`config.mk`:
```
export PLATFORM = sky130hd
export DESIGN_NAME = gb_dma_interconnect
export DESIGN_NICKNAME = d
export VERILOG_FILES = /design/src/rtl/gb_dma_interconnect.sv
export SDC_FILE = /design/constraint.sdc
export NUM_CORES = 1
export LEC_CHECK = 0
export ABC_AREA = 1
export CAP_MARGIN = 20
export CORE_MARGIN = 2
export CORE_UTILIZATION = 50
export CTS_CLUSTER_SIZE = 16
export DETAILED_ROUTE_END_ITERATION = 8
export MAX_ROUTING_LAYER = met4
export PLACE_DENSITY = 0.87
export SETUP_SLACK_MARGIN = 0.05
export SLEW_MARGIN = 5
export SYNTH_ARGS = -nofsm -noshare
export SYNTH_HDL_FRONTEND = slang
export SYNTH_SLANG_ARGS = --single-unit
```
`constraint.sdc`:
```
create_clock -name clock -period 2.5 [get_ports clock]
set_clock_uncertainty 0.2 [all_clocks]
set_input_delay 0.375 -clock clock [delete_from_list [all_inputs] [get_ports clock]]
set_output_delay 0.375 -clock clock [all_outputs]
set_load 0.005 [all_outputs]
```
`src/rtl/gb_dma_interconnect.sv`:
```
// Bus interconnect: splits the CPU bus into main/high buses, decodes active-low
// region selects and runs an OAM-style DMA engine that locks the CPU off the main bus.
module gb_dma_interconnect #(
  parameter logic [15:0] DMA_REG_ADDR    = 16'hFF46,
  parameter logic [15:0] DST_BASE        = 16'hFE00,
  parameter int          DMA_LEN         = 160,
  parameter int          CYCLES_PER_BYTE = 4,
  parameter int          START_DELAY     = 1
) (
  input  logic        clock,
  input  logic        reset,
  input  logic [15:0] cpu_address,
  input  logic [7:0]  cpu_wdata,
  output logic [7:0]  cpu_rdata,
  input  logic        cpu_nread,
  input  logic        cpu_nwrite,
  output logic [15:0] main_address,
  output logic [7:0]  main_wdata,
  input  logic [7:0]  main_rdata,
  output logic        main_nread,
  output logic        main_nwrite,
  output logic [4:0]  main_nsel,
  output logic [15:0] high_address,
  output logic [7:0]  high_wdata,
  input  logic [7:0]  high_rdata,
  output logic        high_nread,
  output logic        high_nwrite,
  output logic [2:0]  high_nsel,
  output logic        dma_active
);

  localparam int          PAD_CYCLES = CYCLES_PER_BYTE - 2;
  localparam logic [15:0] PAD_LAST   = 16'((PAD_CYCLES > 0) ? PAD_CYCLES - 1 : 0);
  localparam logic [15:0] DELAY_LAST = 16'((START_DELAY > 0) ? START_DELAY - 1 : 0);
  localparam logic [7:0]  LAST_IDX   = 8'(DMA_LEN - 1);

  typedef enum logic [2:0] {IDLE, DELAY, RD, WR, PAD} state_e;

  state_e      state_q, state_d;
  logic [7:0]  page_q, page_d;
  logic [7:0]  idx_q, idx_d;
  logic [7:0]  dbuf_q, dbuf_d;
  logic [15:0] cnt_q, cnt_d;
  logic        byteDone;

  logic        isHigh, isDmaReg, dmaWrite;
  logic [7:0]  srcPage;
  logic [15:0] srcAddr, dstAddr;
  logic        mainSel, highSel;

  assign isHigh   = (cpu_address >= 16'hFF00);
  assign isDmaReg = (cpu_address == DMA_REG_ADDR);
  assign dmaWrite = isDmaReg && !cpu_nwrite;

  // Pages E0-FF alias the WRAM echo region back onto C0-DF.
  assign srcPage    = (page_q >= 8'hE0) ? (page_q - 8'h20) : page_q;
  assign srcAddr    = {srcPage, 8'h00} + {8'h00, idx_q};
  assign dstAddr    = DST_BASE + {8'h00, idx_q};
  assign dma_active = (state_q != IDLE);

  always_ff @(posedge clock) begin
    if (reset) begin
      state_q <= IDLE;
      page_q  <= 8'h00;
      idx_q   <= 8'h00;
      dbuf_q  <= 8'h00;
      cnt_q   <= 16'h0000;
    end else begin
      state_q <= state_d;
      page_q  <= page_d;
      idx_q   <= idx_d;
      dbuf_q  <= dbuf_d;
      cnt_q   <= cnt_d;
    end
  end

  always_comb begin
    state_d  = state_q;
    page_d   = page_q;
    idx_d    = idx_q;
    dbuf_d   = dbuf_q;
    cnt_d    = cnt_q;
    byteDone = 1'b0;
    case (state_q)
      DELAY: begin
        if (cnt_q == DELAY_LAST) state_d = RD;
        else                     cnt_d   = cnt_q + 16'd1;
      end
      RD: begin
        dbuf_d  = main_rdata;
        state_d = WR;
      end
      WR: begin
        if (PAD_CYCLES > 0) begin
          state_d = PAD;
          cnt_d   = 16'h0000;
        end else begin
          byteDone = 1'b1;
        end
      end
      PAD: begin
        if (cnt_q == PAD_LAST) byteDone = 1'b1;
        else                   cnt_d    = cnt_q + 16'd1;
      end
      default: ;
    endcase
    if (byteDone) begin
      if (idx_q < LAST_IDX) begin
        idx_d   = idx_q + 8'd1;
        state_d = RD;
      end else begin
        state_d = IDLE;
      end
    end
    // A register write (re)starts the transfer; an in-flight WR has already been driven.
    if (dmaWrite) begin
      page_d  = cpu_wdata;
      idx_d   = 8'h00;
      cnt_d   = 16'h0000;
      state_d = (START_DELAY == 0) ? RD : DELAY;
    end
  end

  always_comb begin
    main_address = cpu_address;
    main_wdata   = cpu_wdata;
    main_nread   = isHigh | cpu_nread;
    main_nwrite  = isHigh | cpu_nwrite;
    if (dma_active) begin
      main_address = (state_q == WR) ? dstAddr : srcAddr;
      main_wdata   = dbuf_q;
      main_nread   = (state_q != RD);
      main_nwrite  = (state_q != WR);
    end
    high_address = cpu_address;
    high_wdata   = cpu_wdata;
    high_nread   = !(isHigh && !isDmaReg) | cpu_nread;
    high_nwrite  = !(isHigh && !isDmaReg) | cpu_nwrite;
  end

  assign mainSel = !(main_nread & main_nwrite);
  assign highSel = !(high_nread & high_nwrite);

  always_comb begin
    main_nsel[0] = !(mainSel && (main_address < 16'h8000));
    main_nsel[1] = !(mainSel && (main_address >= 16'h8000) && (main_address <= 16'h9FFF));
    main_nsel[2] = !(mainSel && (main_address >= 16'hA000) && (main_address <= 16'hBFFF));
    main_nsel[3] = !(mainSel && (main_address >= 16'hC000) && (main_address <= 16'hFDFF));
    main_nsel[4] = !(mainSel && (main_address >= 16'hFE00) && (main_address <= 16'hFE9F));
    high_nsel[0] = !(highSel && (high_address >= 16'hFF00) && (high_address <= 16'hFF7F));
    high_nsel[1] = !(highSel && (high_address >= 16'hFF80) && (high_address <= 16'hFFFE));
    high_nsel[2] = !(highSel && (high_address == 16'hFFFF));
  end

  always_comb begin
    cpu_rdata = main_rdata;
    if (isDmaReg)
      cpu_rdata = page_q;
    else if (isHigh)
      cpu_rdata = high_rdata;
    else if (dma_active)
      cpu_rdata = 8'hFF;
    else if (cpu_address >= 16'hFEA0)
      cpu_rdata = 8'hFF;
  end

endmodule

```
Word level (Yosys, flattened, before mapping)
Index checks and enable logic that the tools add are counted.
{ "totals": {"regBits": 43, "inputBits": 44, "output_inout_bits": 69, "wordCells": 105} }
{ "classes": {"addsub": 5, "n_lt_le_gt_ge": 16, "eq_ne": 13, "n_mux": 20, "bitwise": 6, "reduce_logical": 39} }
{ "op_table": {"columns": ["operator", "count"], "rows": [
  ["$ge A16 B16 Y1 const B", 7],
  ["$le A16 B16 Y1 const B", 6],
  ["$mux W16", 4],
  ["$mux W8", 6],
  ["$pmux W16 S3", 1],
  ["$eq A16 B16 Y1 const B", 2],
  ["$add A16 B1 Y16 const B", 1],
  ["$add A16 B8 Y16", 1],
  ["$eq A16 B1 Y1 const B", 1],
  ["$logic_and A1 B1 Y1", 16],
  ["$logic_not A16 Y1", 1],
  ["$lt A16 B16 Y1 const B", 1],
  ["$logic_not A1 Y1", 13],
  ["$add A10 B9 Y11 const A", 1],
  ["$pmux W3 S3", 1],
  ["$add A8 B1 Y8 const B", 1],
  ["$ge A8 B8 Y1 const B", 1],
  ["$lt A8 B8 Y1 const B", 1],
  ["$sub A8 B6 Y8 const B", 1],
  ["$eq A3 B2 Y1 const B", 2],
  ["$mux W3", 2],
  ["$ne A3 B2 Y1 const B", 2],
  ["$reduce_and A2 Y1", 3],
  ["$reduce_bool A3 Y1", 2],
  ["13 further kinds", 22]
]} }

Logic depth before layout (Yosys ltp)
{ "depth": {"ltp_word": 10, "mapped_depth": 11, "depth_no_buf": 10} }

Least setup slack after synthesis
OpenSTA, ideal clock, no wires.
{ "synth_timing": {"path_kind": "register to output", "from": "reg state_q[0]", "to": "out cpu_rdata[0]", "arrival_ps": 1275, "required_time_ps": 1925, "path_slack_ps": 650, "path_stages_with_launch": 10, "path_buffers": 3, "cell_sequence": "dfxtp_1 nor2_4 nand2_4 buf_6 buf_6 buf_6 nor2_1 nand2_1 o211ai_1 o21ai_1"} }
{ "synth_via": {"elab_chain_len": 4} }
{ "synth_rtl": {"columns": ["item", "line_no", "rtl"], "rows": [
  ["start: declaration", "39", "state_e state_q, state_d;"],
  ["start signal: assignment", "69", "state_q <= state_d;"],
  ["$reduce_bool A3 Y1", "59", "assign dma_active = (state_q != IDLE);"],
  ["via dma_active", "29", "output logic dma_active"],
  ["$mux W8", "161", "else if (dma_active)"],
  ["$mux W8", "159", "else if (isHigh)"],
  ["$mux W8", "157", "if (isDmaReg)"],
  ["end: declaration", "14", "output logic [7:0] cpu_rdata,"]
]} }
The timed path passes the listed nets, and every way through them passes these cells.

Worst setup path in the final report
{ "layout_timing": {"from": "reg state_q[1]", "to": "out main_address[6]"} }
{ "layout_via": {"elab_chain_len": 3, "elab_cells_between_ends": 4, "cone_classes": "1 x eq/ne; 2 x mux; 1 x reduce/logical"} }
{ "layout_rtl": {"columns": ["item", "line_no", "rtl"], "rows": [
  ["$eq A3 B2 Y1", "130", "main_address = (state_q == WR) ? dstAddr : srcAddr;"],
  ["$mux W16", "130", null],
  ["$mux W16 (*)", "129", "if (dma_active) begin"],
  ["end: declaration", "17", "output logic [15:0] main_address,"]
]} }
Every way passes the cells marked *; elsewhere a longest branch is shown, timed or not.

==> Implementation_results.wiki <==
{| class="wikitable"
! Metric !! Value
|-
| CP endpoint kind || output pin
|-
| RePlAce Congestion || around 0.96
|-
| Die Outline Area || 7320 um^2
|-
| Critical Path Max Stage Delay || 500 ps
|-
| Highest Clock Rate || 401 MHz
|-
| Latest clock arrival within the worst-skew pair || 310 ps
|-
| Post-DP HPWL || 8.12 mm
|-
| Vertical die dimension || 85.6 um
|-
| Count of final max-slew check failures || 0
|-
| Avg Inst Size Synth || 6.16 um^2
|-
| Kind of path behind the tightest hold check || reg2reg
|-
| CTS buffer count || 5
|-
| Crit-path slowest cell || sky130_fd_sc_hd__clkdlybuf4s50_1
|-
| Via count of the first global-routing pass || 3,987
|-
| Reg-to-reg startpoint || cnt_q[0]
|-
| Simple-Gate Fraction of Synth Area || 35.5%
|-
| Power per cell area || 844 nW/um^2
|-
| Final Hold Violating Endpoints || 0
|-
| Area of the core region || 6390 um^2
|-
| Width of the die || 85.6 um
|-
| Sequential-to-total area share from yosys stat || 25.9%
|-
| Fraction of the mapped netlist area in compound gates || 18.5%
|-
| Synthesis Warnings || 0
|-
| Detailed-router iteration count before antenna repair || 8
|-
| Reg2reg path depth || 10
|-
| Layout overhead on the synthesized area || 51.3%
|-
| Register bit count reported by yosys || 43
|-
| Post-DP Area || roughly 4600 um^2
|-
| Number of vias per cell || 5.60
|-
| Final wirelength || 12.6 mm
|-
| Overall via count from detail_route || between 4,000 and 5,000
|-
| CP startpoint kind || flop
|-
| Clock tree from TritonCTS || built
|-
| Clock slew at the register clock pins of the worst setup and hold paths || 90 ps
|-
| Period minus WS final || between 2000 and 2500 ps
|-
| Number of placement rows || 29
|-
| Pin count of the biggest net entering global routing || 22
|-
| Non-Filler Cell Area, Final || 5030 um^2
|-
| DR iter-0 viols || 322
|-
| Number of placed I/O pins || 113
|-
| Worst slew pin tran || around 500 ps
|-
| Number of violations of the max-capacitance limit || 0
|-
| Top fanout value on the critical path || 8
|-
| Terminus of the critical flop-to-flop path || cnt_q[7]
|-
| Relative max-transition margin || ~66%
|-
| CP required || 1920 ps
|-
| Initial Utilization || 52.1%
|-
| R2r setup slk || 490 ps
|-
| Clock Sinks || 43
|-
| Ratio of final minimum period to clock period || between 90% and 100%
|-
| Met2 capacity usage during global routing || 53.7%
|-
| Routed wire length per instance || ~16 um
|-
| Post-synthesis adder-cell area fraction || under 10%
|-
| Portion of netlist area occupied by mux cells || 0%
|-
| Worst setup path startpoint || state_q[1]
|-
| Total power || 4.25 mW
|-
| Number of antenna violations at the first check in global routing || 0
|-
| Worst setup path endpoint || main_address[6]
|-
| Mapped Nets || between 500 and 600
|-
| Combinational family with the most area after synthesis || simple AND/OR/NAND/NOR gates
|-
| Leakage power of the design || 2.31 nW
|-
| GR Util met3 || 6.45%
|-
| Number of setup violations in the final report || 0
|-
| Most Used Layer, Global Route || met2
|-
| Yosys cell types || 35
|-
| Final layout net count || 740
|-
| Data arrival time of the critical path || 1920 ps
|-
| PortBufs || 112
|-
| Setup repair after global routing missed its margin || yes
|-
| Count of inserted antenna diode cells || 0
|-
| Gate count after technology mapping || 540
|-
| Library cell used as clock root buffer || sky130_fd_sc_hd__clkbuf_8
|-
| Series of cell instances along the critical path || nor2_4, nand2_8, buf_6, o21ai_2, buf_4, clkdlybuf4s50_1
|-
| Layout cell share with drive strength beyond 1 || a little under a quarter
|-
| Fraction of synthesized cell area in xor and xnor cells || 1.32%
|-
| Residual DRC count || 0
|-
| Fraction of met1 tracks used by global routing || 35.7%
|-
| Outcome || complete, no violations
|-
| Worst vdd rail ir drop || 0.000834 V
|-
| First-pass GRT wire length || 18.6 mm
|-
| Accumulated negative setup slack || 0 ps
|-
| Post-route ant nets || 0
|-
| All-Layer GR Usage || around a third
|-
| Post-synthesis cell area || roughly 3300 um^2
|-
| GRT overflow || 0
|-
| Crit path kind || reg2out
|-
| # H-tree levels || 2
|-
| Max Root-Sink Buffers || 2
|}
-- metrics by stage --
stage	setup WS, ps	instances	hold slack, ps	utilization, %
2_1_floorplan	650	540	224	-
3_3_place_gp	-343	733	234	71.7
3_5_place_dp	-429	733	243	71.7
4_1_cts	23.4	763	256	76.3
5_1_grt	-64.1	769	268	78.8
6_report	4.35	769	255	78.8
-- synthesized netlist by cell type --
cell type                  instances  area, um^2
sky130_fd_sc_hd__nand2_1         126         473
sky130_fd_sc_hd__nor2_1           73         274
sky130_fd_sc_hd__inv_1            66         248
sky130_fd_sc_hd__o21ai_0          45         225
sky130_fd_sc_hd__dfxtp_1          43         861
sky130_fd_sc_hd__a21oi_1          40         200
sky130_fd_sc_hd__nand3_1          30         150
sky130_fd_sc_hd__buf_4            26         195
sky130_fd_sc_hd__nand4_1          10        62.6
sky130_fd_sc_hd__inv_2             8        30.0
sky130_fd_sc_hd__o211ai_1          8        60.1
sky130_fd_sc_hd__o21ai_1           7        35.0
sky130_fd_sc_hd__buf_6             5        56.3
sky130_fd_sc_hd__clkbuf_1          5        18.8
sky130_fd_sc_hd__ha_1              5        62.6
sky130_fd_sc_hd__nand2_2           5        31.3
sky130_fd_sc_hd__nor2_4            5        56.3
sky130_fd_sc_hd__nand3_2           4        40.0
sky130_fd_sc_hd__buf_2             3        15.0
sky130_fd_sc_hd__nor3_1            3        15.0
sky130_fd_sc_hd__xor2_1            3        26.3
sky130_fd_sc_hd__nand2_4           2        22.5
sky130_fd_sc_hd__nor2_2            2        12.5
sky130_fd_sc_hd__o21bai_1          2        15.0
sky130_fd_sc_hd__o22ai_1           2        12.5
sky130_fd_sc_hd__or2_1             2        12.5
sky130_fd_sc_hd__xnor2_1           2        17.5
sky130_fd_sc_hd__a211oi_1          1        7.51
sky130_fd_sc_hd__a21oi_2           1        8.76
sky130_fd_sc_hd__a21oi_4           1        16.3
sky130_fd_sc_hd__a22oi_4           1        21.3
sky130_fd_sc_hd__nand3_4           1        17.5
sky130_fd_sc_hd__nand3b_1          1        7.51
sky130_fd_sc_hd__nor4_1            1        6.26
sky130_fd_sc_hd__o22ai_2           1        12.5
-- metal layers --
layer | share of wire [%] | routed length [um]
met1 | 37 | 4630
met2 | 49 | 6200
met3 | 8.3 | 1050
met4 | 5.4 | 684
met5 | 0 | 0
-- logic make-up (layout without fill, tap and decap cells) --
logic type,Yosys count,count (layout)
flops,43,43
compound gates,109,109
buf+inv,113,265
fa+ha+maj,5,5
xor+xnor,5,5
simple gates,265,265
-- cell usage in the layout, fill, tap and decap left out, types with 6 or more instances in the layout --
| master | synthesis | layout |
|---|---|---|
| sky130_fd_sc_hd__buf_4 | 26 | 63 |
| sky130_fd_sc_hd__clkdlybuf4s50_1 | 0 | 54 |
| sky130_fd_sc_hd__a21oi_1 | 40 | 40 |
| sky130_fd_sc_hd__nor2_1 | 73 | 63 |
| sky130_fd_sc_hd__nand3_2 | 4 | 6 |
| sky130_fd_sc_hd__o21ai_0 | 45 | 32 |
| sky130_fd_sc_hd__inv_1 | 66 | 60 |
| sky130_fd_sc_hd__dlymetal6s2s_1 | 0 | 12 |
| sky130_fd_sc_hd__nand3_1 | 30 | 26 |
| sky130_fd_sc_hd__dfxtp_1 | 43 | 39 |
| sky130_fd_sc_hd__o21ai_2 | 0 | 8 |
| sky130_fd_sc_hd__o211ai_1 | 8 | 8 |
| sky130_fd_sc_hd__dlygate4sd2_1 | 0 | 30 |
| sky130_fd_sc_hd__nor2_4 | 5 | 8 |
| sky130_fd_sc_hd__nand2_1 | 126 | 119 |
| sky130_fd_sc_hd__buf_6 | 5 | 7 |
| sky130_fd_sc_hd__buf_2 | 3 | 13 |
| sky130_fd_sc_hd__o21ai_1 | 7 | 12 |
| sky130_fd_sc_hd__nor2_2 | 2 | 9 |
| sky130_fd_sc_hd__inv_2 | 8 | 12 |
| sky130_fd_sc_hd__nand2_2 | 5 | 11 |
| sky130_fd_sc_hd__nand4_1 | 10 | 10 |
-- where the power goes --
part	leakage (nW)	internal [mW]	switching, mW
sequential	0.351	0.772	0.0537
combinational	1.92	1.38	1.57
clock	0.0408	0.200	0.272
-- final cells by class --
cell class                      count  area [um^2]
Multi-Input combinational cell    384         2060
Sequential cell                    43          871
Clock buffer                        5         68.8
Fill cell                         432         1350
Timing Repair Buffer              183         1620
Tap cell                           77         96.3
Inverter                           74          295
Clock inverter                      3         23.8
-- worst min-delay path by stage --
stage / from / endpoint / slack [ps] / depth (start not counted)
finish: dbuf_q[3] / dbuf_q[3] / 260 / 2
global placement: dbuf_q[5] / dbuf_q[5] / 230 / 2
CTS: dbuf_q[0] / dbuf_q[0] / 260 / 2
detailed placement: dbuf_q[0] / dbuf_q[0] / 240 / 2
floorplan: dbuf_q[0] / dbuf_q[0] / 220 / 2
global route: dbuf_q[3] / dbuf_q[3] / 270 / 2
-- timing repair --
| item | 4_1_cts | 5_1_grt |
|---|---|---|
| hold buffers | 0 | 0 |
| resized for setup | 137 | 45 |
| setup endpoints to repair | 41 | 29 |
| pin swaps | 17 | 20 |
| setup buffers | 22 | 7 |
-- critical path: cells and delay by family, from the launching register on --
kind	cells	cell delay, ps
flops	1	370
compound gates	1	150
buf+inv	3	800
simple gates	2	290
-- sequential cells by signal, indices dropped and copies added, names as in the netlist --
register  flops
cnt_q        16
dbuf_q        8
idx_q         8
page_q        8
state_q       3
No activity file was read; power rests on OpenSTA's default activity.
